`src/rtl/hs32_reg_arb_if.sv`:
```
// hs32_reg_arb_if
// Bundles the two requester ports, the completion/read-data returns and the
// register-file port signals of the hs32 register-file arbiter.
//   slave  : arbiter view (requests and rf read data in; grants/rf controls out)
//   master : environment view (requesters + register file)
// Parameters: DATA_W register data width, ADDR_W register address width.
interface hs32_reg_arb_if #(
    parameter int DATA_W = 32,
    parameter int ADDR_W = 4
);
    logic              a_req, a_lock, a_we;
    logic [ADDR_W-1:0] a_wadr, a_radr1, a_radr2;
    logic [DATA_W-1:0] a_din;
    logic              b_req, b_lock, b_we;
    logic [ADDR_W-1:0] b_wadr, b_radr1, b_radr2;
    logic [DATA_W-1:0] b_din;

    logic              done_a, done_b;
    logic [DATA_W-1:0] rdout1, rdout2;
    logic              locked_a, locked_b;

    logic              rf_we;
    logic [ADDR_W-1:0] rf_wadr, rf_radr1, rf_radr2;
    logic [DATA_W-1:0] rf_din, rf_dout1, rf_dout2;

    modport slave (
        input  a_req, a_lock, a_we, a_wadr, a_din, a_radr1, a_radr2,
        input  b_req, b_lock, b_we, b_wadr, b_din, b_radr1, b_radr2,
        input  rf_dout1, rf_dout2,
        output done_a, done_b, rdout1, rdout2, locked_a, locked_b,
        output rf_we, rf_wadr, rf_din, rf_radr1, rf_radr2
    );

    modport master (
        output a_req, a_lock, a_we, a_wadr, a_din, a_radr1, a_radr2,
        output b_req, b_lock, b_we, b_wadr, b_din, b_radr1, b_radr2,
        output rf_dout1, rf_dout2,
        input  done_a, done_b, rdout1, rdout2, locked_a, locked_b,
        input  rf_we, rf_wadr, rf_din, rf_radr1, rf_radr2
    );
endinterface

```
`src/rtl/hs32_reg_arb.sv`:
```
// hs32_reg_arb
// Shares the hs32 register file's write port and two read ports between
// requester A (execute stage) and requester B (debug/irq save-restore).
// One op is issued at a time; completion is a one-cycle done pulse with read
// data on rdout1/2. A requester may keep the grant across up to MAX_HOLD ops
// by holding its lock input.
// Ports:
//   clk   : system clock, all state on posedge
//   reset : asynchronous active-low reset
//   bus   : hs32_reg_arb_if.slave (requests, done/rdout/locked, rf_* port)
//
// state  | meaning
// IDLE   | no op in flight, no lock; round-robin between requesters
// BUSY   | issue cycle: rf_* driven, register file acts at the negedge
// LOCKED | previous owner retains the grant; other requester waits
module hs32_reg_arb #(
    parameter int MAX_HOLD = 4,
    parameter int DATA_W   = 32,
    parameter int ADDR_W   = 4
) (
    input logic           clk,
    input logic           reset,
    hs32_reg_arb_if.slave bus
);
    localparam int HC_W = (MAX_HOLD > 1) ? $clog2(MAX_HOLD) : 1;
    localparam logic [HC_W-1:0] HOLD_LAST = HC_W'(MAX_HOLD - 1);

    typedef enum logic [1:0] {
        IDLE   = 2'd0,
        BUSY   = 2'd1,
        LOCKED = 2'd2
    } state_t;

    state_t            state_q, state_d;
    logic              owner_b_q, owner_b_d;
    logic              last_b_q, last_b_d;
    logic              from_lock_q, from_lock_d;
    logic [HC_W-1:0]   hold_cnt_q, hold_cnt_d;
    logic              rf_we_q, rf_we_d;
    logic [ADDR_W-1:0] rf_wadr_q, rf_wadr_d;
    logic [ADDR_W-1:0] rf_radr1_q, rf_radr1_d;
    logic [ADDR_W-1:0] rf_radr2_q, rf_radr2_d;
    logic [DATA_W-1:0] rf_din_q, rf_din_d;
    logic [DATA_W-1:0] rdout1_q, rdout1_d;
    logic [DATA_W-1:0] rdout2_q, rdout2_d;
    logic              done_a_q, done_a_d;
    logic              done_b_q, done_b_d;

    logic owner_req, owner_lock;
    logic grant, grant_b;

    assign owner_req  = owner_b_q ? bus.b_req  : bus.a_req;
    assign owner_lock = owner_b_q ? bus.b_lock : bus.a_lock;

    always_comb begin
        state_d     = state_q;
        owner_b_d   = owner_b_q;
        last_b_d    = last_b_q;
        from_lock_d = from_lock_q;
        hold_cnt_d  = hold_cnt_q;
        rf_we_d     = 1'b0;
        rf_wadr_d   = rf_wadr_q;
        rf_radr1_d  = rf_radr1_q;
        rf_radr2_d  = rf_radr2_q;
        rf_din_d    = rf_din_q;
        rdout1_d    = rdout1_q;
        rdout2_d    = rdout2_q;
        done_a_d    = 1'b0;
        done_b_d    = 1'b0;
        grant       = 1'b0;
        grant_b     = owner_b_q;

        case (state_q)
            IDLE: begin
                if (bus.a_req || bus.b_req) begin
                    grant   = 1'b1;
                    // B wins only if alone or if A was served last
                    grant_b = bus.b_req && (!bus.a_req || !last_b_q);
                end
            end
            LOCKED: begin
                if (owner_req) begin
                    grant   = 1'b1;
                    grant_b = owner_b_q;
                end else if (!owner_lock) begin
                    state_d    = IDLE;
                    hold_cnt_d = '0;
                end
            end
            BUSY: begin
                done_a_d = !owner_b_q;
                done_b_d = owner_b_q;
                // the register file suppresses reads during a write
                if (!rf_we_q) begin
                    rdout1_d = bus.rf_dout1;
                    rdout2_d = bus.rf_dout2;
                end
                last_b_d = owner_b_q;
                if (owner_lock && (hold_cnt_q < HOLD_LAST)) begin
                    hold_cnt_d = hold_cnt_q + HC_W'(1);
                    state_d    = LOCKED;
                end else begin
                    hold_cnt_d = '0;
                    state_d    = IDLE;
                end
            end
            default: state_d = IDLE;
        endcase

        if (grant) begin
            state_d     = BUSY;
            owner_b_d   = grant_b;
            from_lock_d = (state_q == LOCKED);
            rf_we_d     = grant_b ? bus.b_we    : bus.a_we;
            rf_wadr_d   = grant_b ? bus.b_wadr  : bus.a_wadr;
            rf_din_d    = grant_b ? bus.b_din   : bus.a_din;
            rf_radr1_d  = grant_b ? bus.b_radr1 : bus.a_radr1;
            rf_radr2_d  = grant_b ? bus.b_radr2 : bus.a_radr2;
        end
    end

    always_ff @(posedge clk or negedge reset) begin
        if (!reset) begin
            state_q     <= IDLE;
            owner_b_q   <= 1'b0;
            last_b_q    <= 1'b1;
            from_lock_q <= 1'b0;
            hold_cnt_q  <= '0;
            rf_we_q     <= 1'b0;
            rf_wadr_q   <= '0;
            rf_radr1_q  <= '0;
            rf_radr2_q  <= '0;
            rf_din_q    <= '0;
            rdout1_q    <= '0;
            rdout2_q    <= '0;
            done_a_q    <= 1'b0;
            done_b_q    <= 1'b0;
        end else begin
            state_q     <= state_d;
            owner_b_q   <= owner_b_d;
            last_b_q    <= last_b_d;
            from_lock_q <= from_lock_d;
            hold_cnt_q  <= hold_cnt_d;
            rf_we_q     <= rf_we_d;
            rf_wadr_q   <= rf_wadr_d;
            rf_radr1_q  <= rf_radr1_d;
            rf_radr2_q  <= rf_radr2_d;
            rf_din_q    <= rf_din_d;
            rdout1_q    <= rdout1_d;
            rdout2_q    <= rdout2_d;
            done_a_q    <= done_a_d;
            done_b_q    <= done_b_d;
        end
    end

    assign bus.done_a   = done_a_q;
    assign bus.done_b   = done_b_q;
    assign bus.rdout1   = rdout1_q;
    assign bus.rdout2   = rdout2_q;
    assign bus.rf_we    = rf_we_q;
    assign bus.rf_wadr  = rf_wadr_q;
    assign bus.rf_din   = rf_din_q;
    assign bus.rf_radr1 = rf_radr1_q;
    assign bus.rf_radr2 = rf_radr2_q;

    // lock is visible while waiting in LOCKED and during ops issued from it
    assign bus.locked_a = !owner_b_q &&
                          ((state_q == LOCKED) || ((state_q == BUSY) && from_lock_q));
    assign bus.locked_b = owner_b_q &&
                          ((state_q == LOCKED) || ((state_q == BUSY) && from_lock_q));
endmodule

```
`src/flat_wrapper.sv`:
```
// flat-port wrapper written by rule: the top's interface ports become plain ports
module hs32_reg_arb_flat 
#(
    parameter int MAX_HOLD = 4,
    parameter int DATA_W   = 32,
    parameter int ADDR_W   = 4
)
  (clk, reset, bus_a_req, bus_a_lock, bus_a_we, bus_a_wadr, bus_a_din, bus_a_radr1, bus_a_radr2, bus_b_req, bus_b_lock, bus_b_we, bus_b_wadr, bus_b_din, bus_b_radr1, bus_b_radr2, bus_rf_dout1, bus_rf_dout2, bus_done_a, bus_done_b, bus_rdout1, bus_rdout2, bus_locked_a, bus_locked_b, bus_rf_we, bus_rf_wadr, bus_rf_din, bus_rf_radr1, bus_rf_radr2);
  hs32_reg_arb_if #(.DATA_W(DATA_W), .ADDR_W(ADDR_W)) bus_i ();
  input logic clk;
  input logic reset;
  input wire logic [$bits(bus_i.a_req)-1:0] bus_a_req;
  input wire logic [$bits(bus_i.a_lock)-1:0] bus_a_lock;
  input wire logic [$bits(bus_i.a_we)-1:0] bus_a_we;
  input wire logic [$bits(bus_i.a_wadr)-1:0] bus_a_wadr;
  input wire logic [$bits(bus_i.a_din)-1:0] bus_a_din;
  input wire logic [$bits(bus_i.a_radr1)-1:0] bus_a_radr1;
  input wire logic [$bits(bus_i.a_radr2)-1:0] bus_a_radr2;
  input wire logic [$bits(bus_i.b_req)-1:0] bus_b_req;
  input wire logic [$bits(bus_i.b_lock)-1:0] bus_b_lock;
  input wire logic [$bits(bus_i.b_we)-1:0] bus_b_we;
  input wire logic [$bits(bus_i.b_wadr)-1:0] bus_b_wadr;
  input wire logic [$bits(bus_i.b_din)-1:0] bus_b_din;
  input wire logic [$bits(bus_i.b_radr1)-1:0] bus_b_radr1;
  input wire logic [$bits(bus_i.b_radr2)-1:0] bus_b_radr2;
  input wire logic [$bits(bus_i.rf_dout1)-1:0] bus_rf_dout1;
  input wire logic [$bits(bus_i.rf_dout2)-1:0] bus_rf_dout2;
  output wire logic [$bits(bus_i.done_a)-1:0] bus_done_a;
  output wire logic [$bits(bus_i.done_b)-1:0] bus_done_b;
  output wire logic [$bits(bus_i.rdout1)-1:0] bus_rdout1;
  output wire logic [$bits(bus_i.rdout2)-1:0] bus_rdout2;
  output wire logic [$bits(bus_i.locked_a)-1:0] bus_locked_a;
  output wire logic [$bits(bus_i.locked_b)-1:0] bus_locked_b;
  output wire logic [$bits(bus_i.rf_we)-1:0] bus_rf_we;
  output wire logic [$bits(bus_i.rf_wadr)-1:0] bus_rf_wadr;
  output wire logic [$bits(bus_i.rf_din)-1:0] bus_rf_din;
  output wire logic [$bits(bus_i.rf_radr1)-1:0] bus_rf_radr1;
  output wire logic [$bits(bus_i.rf_radr2)-1:0] bus_rf_radr2;
  assign bus_i.a_req = bus_a_req;
  assign bus_i.a_lock = bus_a_lock;
  assign bus_i.a_we = bus_a_we;
  assign bus_i.a_wadr = bus_a_wadr;
  assign bus_i.a_din = bus_a_din;
  assign bus_i.a_radr1 = bus_a_radr1;
  assign bus_i.a_radr2 = bus_a_radr2;
  assign bus_i.b_req = bus_b_req;
  assign bus_i.b_lock = bus_b_lock;
  assign bus_i.b_we = bus_b_we;
  assign bus_i.b_wadr = bus_b_wadr;
  assign bus_i.b_din = bus_b_din;
  assign bus_i.b_radr1 = bus_b_radr1;
  assign bus_i.b_radr2 = bus_b_radr2;
  assign bus_i.rf_dout1 = bus_rf_dout1;
  assign bus_i.rf_dout2 = bus_rf_dout2;
  assign bus_done_a = bus_i.done_a;
  assign bus_done_b = bus_i.done_b;
  assign bus_rdout1 = bus_i.rdout1;
  assign bus_rdout2 = bus_i.rdout2;
  assign bus_locked_a = bus_i.locked_a;
  assign bus_locked_b = bus_i.locked_b;
  assign bus_rf_we = bus_i.rf_we;
  assign bus_rf_wadr = bus_i.rf_wadr;
  assign bus_rf_din = bus_i.rf_din;
  assign bus_rf_radr1 = bus_i.rf_radr1;
  assign bus_rf_radr2 = bus_i.rf_radr2;
  hs32_reg_arb #(.MAX_HOLD(MAX_HOLD), .DATA_W(DATA_W), .ADDR_W(ADDR_W)) u_core (.clk(clk), .reset(reset), .bus(bus_i));
endmodule
```
`config.mk`:
```
export PLATFORM = sky130hd
export DESIGN_NAME = hs32_reg_arb_flat
export DESIGN_NICKNAME = d
export VERILOG_FILES = /design/src/rtl/hs32_reg_arb_if.sv /design/src/rtl/hs32_reg_arb.sv /design/src/flat_wrapper.sv
export SDC_FILE = /design/constraint.sdc
export NUM_CORES = 1
export LEC_CHECK = 0
export CAP_MARGIN = 0
export CORE_ASPECT_RATIO = 1.25
export CORE_MARGIN = 2
export CORE_UTILIZATION = 40
export CTS_CLUSTER_SIZE = 25
export DETAILED_ROUTE_END_ITERATION = 8
export PLACE_DENSITY = 0.8
export SLEW_MARGIN = 10
export SYNTH_ARGS = -nofsm -noshare
export SYNTH_HDL_FRONTEND = slang
export SYNTH_SLANG_ARGS = --single-unit
```
`constraint.sdc`:
```
create_clock -name clk -period 2.9 [get_ports clk]
set_clock_uncertainty 0.15 [all_clocks]
set_input_delay 0.58 -clock clk [delete_from_list [all_inputs] [get_ports clk]]
set_output_delay 0.58 -clock clk [all_outputs]
set_load 0.005 [all_outputs]
```
======== After elaboration in Yosys (flattened, before gate mapping) ========
Index checks and enable logic that the tools add are counted.
storage, ports and cells
  register bits ........................... 118
  latch bits .............................. 0
  bits in writable memories ............... 0
  ROM bits ................................ 0
  bits of input ports ..................... 160
  output and inout port bits .............. 113
  word-level logic and storage cells ...... 62
  memories kept ........................... 0
cells by class
  add/sub/neg operators ................... 1
  $mul .................................... 0
  div/mod/pow operators ................... 0
  magnitude comparators ................... 1
  equal/unequal tests ..................... 7
  shift-type cells ........................ 0
  muxes and demuxes ....................... 22
  bitwise operators ....................... 1
  reductions and logical operators ........ 16
operators with widths
  kind                                                   number
  2-to-1 mux 32 bit                                      1
  2-to-1 mux 4 bit                                       3
  2-to-1 mux 1 bit                                       10
  2-to-1 mux 2 bit                                       5
  inequality test 3 bit, second input constant           2
  one-hot mux 2 bit (3 select lines)                     1
  AND reduction 3 bit                                    2
  logical AND 1 bit                                      5
  inequality test 2 bit, second input constant           2
  one-hot mux 2 bit (2 select lines)                     1
  zero test 1 bit                                        3
  logical OR 1 bit                                       3
  adder 2 x 1 -> 2 bit, second input constant            1
  equality test 2 x 1 -> 1 bit, second input constant    1
  equality test 2 bit, second input constant             1
  zero test 2 bit                                        1
  less-than comparator 2 bit, second input constant      1
  inequality test 2 x 1 -> 1 bit, second input constant  1
  one-hot mux 1 bit (2 select lines)                     1
  AND reduction 2 bit                                    1
  nonzero test 2 bit                                     1
  inverter 1 bit                                         1

======== Depth between registers and ports, before layout ========
  depth after elaboration ................. 7
  mapped depth ............................ 8
  gate-level depth less buffers ........... 6

======== Least setup slack after synthesis ========
OpenSTA, ideal clock, no wires.
  path kind ............................... register to register
  start point ............................. reg u_core.state_q[0]
  end point ............................... reg u_core.rf_din_q[30] (netlist: u_core.bus.rf_din[30])
  library setup time ...................... 0.125 ns
  arrival time ............................ 1.763 ns
  data required time ...................... 2.625 ns
  path slack .............................. 0.862 ns
  cell stages (with the launch flop) ...... 9
  buffers on the path ..................... 2
  period minus slack after synthesis ...... 2.038 ns
  cells stage by stage .................... dfrtp_1 > inv_1 > ha_1 > nor2b_1 > o21ai_0 > o21ai_1 > buf_2 > buf_2 > mux2_4
on the way
  longest elaborated chain between the ends .. 3
  elaborated cells on any way between the ends .. 5
  classes of those cells .................. 1 x eq/ne; 3 x mux; 1 x reduce/logical
RTL lines
  item                      line                 source
  start: declaration        hs32_reg_arb.sv:34   state_t state_q, state_d;
  start signal: assignment  hs32_reg_arb.sv:139  state_q <= state_d;
  zero test 2 bit           hs32_reg_arb.sv:73   case (state_q)
  2-to-1 mux 1 bit          n/a
  2-to-1 mux 32 bit         hs32_reg_arb.sv:116  rf_din_d = grant_b ? bus.b_din : bus.a_din;
  end signal: assignment    hs32_reg_arb.sv:148  rf_din_q <= rf_din_d;
  end: declaration          hs32_reg_arb.sv:43   logic [DATA_W-1:0] rf_din_q, rf_din_d;
Parallel ways exist; a longest one is shown, timed or not.
A chain may end at the register's enable or synchronous reset.

======== Worst setup path after layout ========
  start point ............................. reg u_core.state_q[1]
  end point ............................... out bus_locked_b
on the way
  longest elaborated chain between the ends .. 4
  elaborated cells on any way between the ends .. 5
  classes of those cells .................. 2 x eq/ne; 3 x reduce/logical
RTL lines
  item                          line                 source
  equality test 2 x 1 -> 1 bit  hs32_reg_arb.sv:170  ((state_q == LOCKED) || ((state_q == BUSY) && from_lock_q));
  logical AND 1 bit             hs32_reg_arb.sv:170
  logical OR 1 bit *            hs32_reg_arb.sv:170
  logical AND 1 bit *           hs32_reg_arb.sv:169  assign bus.locked_b = owner_b_q &&
  end: declaration              flat_wrapper.sv:33   output wire logic [$bits(bus_i.locked_b)-1:0] bus_locked_b;
Every way passes the cells marked *; elsewhere a longest branch is shown, timed or not.

==> flow_summary_export.csv <==
group,metric,value,unit
route,drcViolationCount,0,
clock_tree,cts.clk_slew.worst_paths,0.05,ns
sta,period_minus_slack,2.67,ns
finish,syn_to_final_growth,65.9,%
placed_design,dpl.hpwl,10.6,mm
synth,synth_top_flop_cell,"dfrtp_1",
pwr,clkPwrFrac,20.3,%
pwr,p_sw_share,27.9,%
synth,synth_edf_count,0,
setup_path,worstPathMaxFanout,6,
clock_tree,max-clock-path-buffers,2,
pwr,p_int,7500,uW
setup_path,crit_arrival,1.94,ns
global_route,grt_pass1_wl,21.4,mm
clock_tree,cts_buffers,17,
synth,synth.largest_area_cell,"dfrtp_1",
route,vias,3722,
synth,syn_area,5390,sq um
global_route,grt_pass1_vias,4083,
synth,synth_top_area_share,54.3,%
floorplan,dieArea,14400,sq um
job,max_cap_violations,0,
synth,synthCells,325,
placed_design,dp.cells,758,
floorplan,rows,47,
finish,final_cell_mix,"clkdlybuf4s50_1 (271), dfrtp_1 (117), mux2_2 (81)",
setup_path,worstPathRequired,2.17,ns
min_path,hold_class,"reg -> reg",
global_route,grt_max_degree,69,
route,wl_per_cell,17.5,um
outcome,outcome,"finished, final reports clean",
pwr,power.share.combinational,50.8,%
setup_path,worst_setup_path_start_kind,"flip-flop",
finish,final_common_cell,"clkdlybuf4s50_1",
finish,diodes,0,
pwr,power.density,1160,nW/um^2
synth,synth_warnings,0,
sta,drv_slew,0,
floorplan,io_pins,273,
setup_path,critPathKind,"reg -> out",
route,ant_nets,0,
sta,fmax,0.375,GHz
clock_tree,clockRootBuffer,"clkbuf_16",
floorplan,die_x,108,um
synth,synthArstFlopShare,100,%
sta,hold_viol_final,0,
global_route,globalRouteTotalUtil,19.6,%
route,routed_wl,13.9,mm
sta,final.setup.tns,0,ns
finish,fillers,961,
global_route,antenna_found_initial,0,
placed_design,place_congestion,0.782,
synth,syn_nets,489,
finish,drive_gt1_share,32.4,%
route,drt_iter0_markers,86,
placed_design,io_buffer_count,272,
clock_tree,cts-resized-gates,0,
setup_path,endpoint_kind,"primary output",
synth,synth-seq-cells,118,
synth,yosysSeqAreaShare,54.8,%
synth,yosysUniqueCellTypes,26,
clock_tree,clock_latency,0.40,ns
sta,tightest_slew,0.569,ns
route,via_per_inst,4.71,
sta,setup_viol,0,
synth,synth_area_leaders,"dfrtp_1 (54%), mux2_4 (21%), mux2_2 (17%), buf_12 (1.5%), buf_2 (0.93%)",
clock_tree,cts_hold_buf,1,
finish,final_cells,791,
floorplan,start_util,40.7,%
sta,max-slew-margin-rel,61.9,%
clock_tree,htree_levels,4,
clock_tree,cts_tree,"yes",
pwr,seqPwrFrac,28.9,%
pwr,leakage,0.00387,uW
pwr,p_switching,2900,uW
global_route,overflow,0,
route,dr.pass1.iters,4,
finish,nets,771,
floorplan,dieHeight,134,um
floorplan,core,13200,sq um
clock_tree,numClockSinks,118,
sta,rsz0062_at_grt,"no",
pwr,irDropWorstVdd,0.725,mV
sta,period_share,92.0,%
synth,syn_area_per_cell,16.6,sq um
clock_tree,post-cts-setup-buffer-count,0,
critical path, cell delays in order (launching register included):
cell             delay (ns)
dfrtp_1                0.39
inv_1                  0.10
ha_1                   0.28
a21oi_1                0.13
nor2b_1                0.12
clkdlybuf4s50_1        0.52
flip-flops by register name, indices dropped and copies added, names as in the netlist:
name / cells
u_core.bus.done_a: 1
u_core.bus.done_b: 1
u_core.bus.rdout1: 32
u_core.bus.rdout2: 32
u_core.bus.rf_din: 32
u_core.bus.rf_radr1: 4
u_core.bus.rf_radr2: 4
u_core.bus.rf_wadr: 4
u_core.bus.rf_we: 1
u_core.from_lock_q: 1
u_core.hold_cnt_q: 2
u_core.last_b_q: 1
u_core.owner_b_q: 1
u_core.state_q: 2
metal layers:
metal	GRT usage, %	vias up	wire [um]
met1	22.5	1787	5230
li1	-	1725	-
met2	33.5	186	7240
met4	8.05	0	268
met5	0	-	0
met3	6.32	24	1140
path summary, 6_finish.rpt:
kind / from / end / slack [ns] / depth (start not counted)
setup / recovery: u_core.state_q[1] / bus_locked_b / 0.23 / 5
hold / removal: u_core.hold_cnt_q[1] / u_core.hold_cnt_q[1] / 0.34 / 1
setup reg to reg: u_core.state_q[0] / u_core.bus.rf_din[15] / 0.65 / 6
hold reg to reg: u_core.hold_cnt_q[1] / u_core.hold_cnt_q[1] / 0.34 / 1
max in group asynchronous: reset / u_core.bus.rdout2[1] / 1.39 / 3
min in group asynchronous: reset / u_core.bus.rdout1[13] / 0.51 / 2
cells in the mapped netlist, types with 2 or more instances:
master   number
mux2_4       76
mux2i_1       2
nand2_1       2
nor2b_1       5
buf_6         2
o21ai_0       2
mux2_2       81
ha_1          4
a21oi_1       3
inv_1         3
buf_12        4
nor2_1        2
buf_2        10
dfrtp_1     117
area by class of cell:
| cell class | instances | area (sq um) | share of cell area (%) |
|---|---|---|---|
| Clock buffer | 20 | 457 | 5.11 |
| Clock inverter | 12 | 153 | 1.71 |
| Timing Repair Buffer | 281 | 2870 | 32.0 |
| Tap cell | 171 | 214 | 2.39 |
| Inverter | 3 | 11.3 | 0.126 |
| Multi-Input combinational cell | 186 | 2290 | 25.6 |
| Sequential cell | 118 | 2950 | 33.0 |
power by group through the flow:
stage	clock network, uW	logic, uW	registers [uW]
finish	2120	5290	3000
global route	2250	5640	3110
CTS	2170	5370	3010
detailed placement	0	5350	3010
global placement	0	5210	2970
floorplan	0	2970	3020
stage by stage:
stage	hold WS [ns]	util, %	area (sq um)	power, uW	setup slack (ns)
after detailed placement	0.337	62.9	8320	8370	0.301
after floorplan	0.134	-	5390	5990	0.862
after global routing	0.365	67.6	8940	11000	0.0893
after global placement	0.315	62.9	8320	8180	0.324
after CTS	0.349	67.6	8940	10500	0.199
final	0.344	67.6	8940	10400	0.232
cells by family after synthesis:
logic type	Yosys count	share of synthesized area, %
flip-flops	118	54.8
buffers and inverters	21	3.25
AND/OR/NAND/NOR	13	1.44
multiplexers	159	38.5
adder cells (fa/ha/maj)	4	0.928
AO/OA/AOI/OAI	10	1.14
No activity file was read; power rests on OpenSTA's default activity.
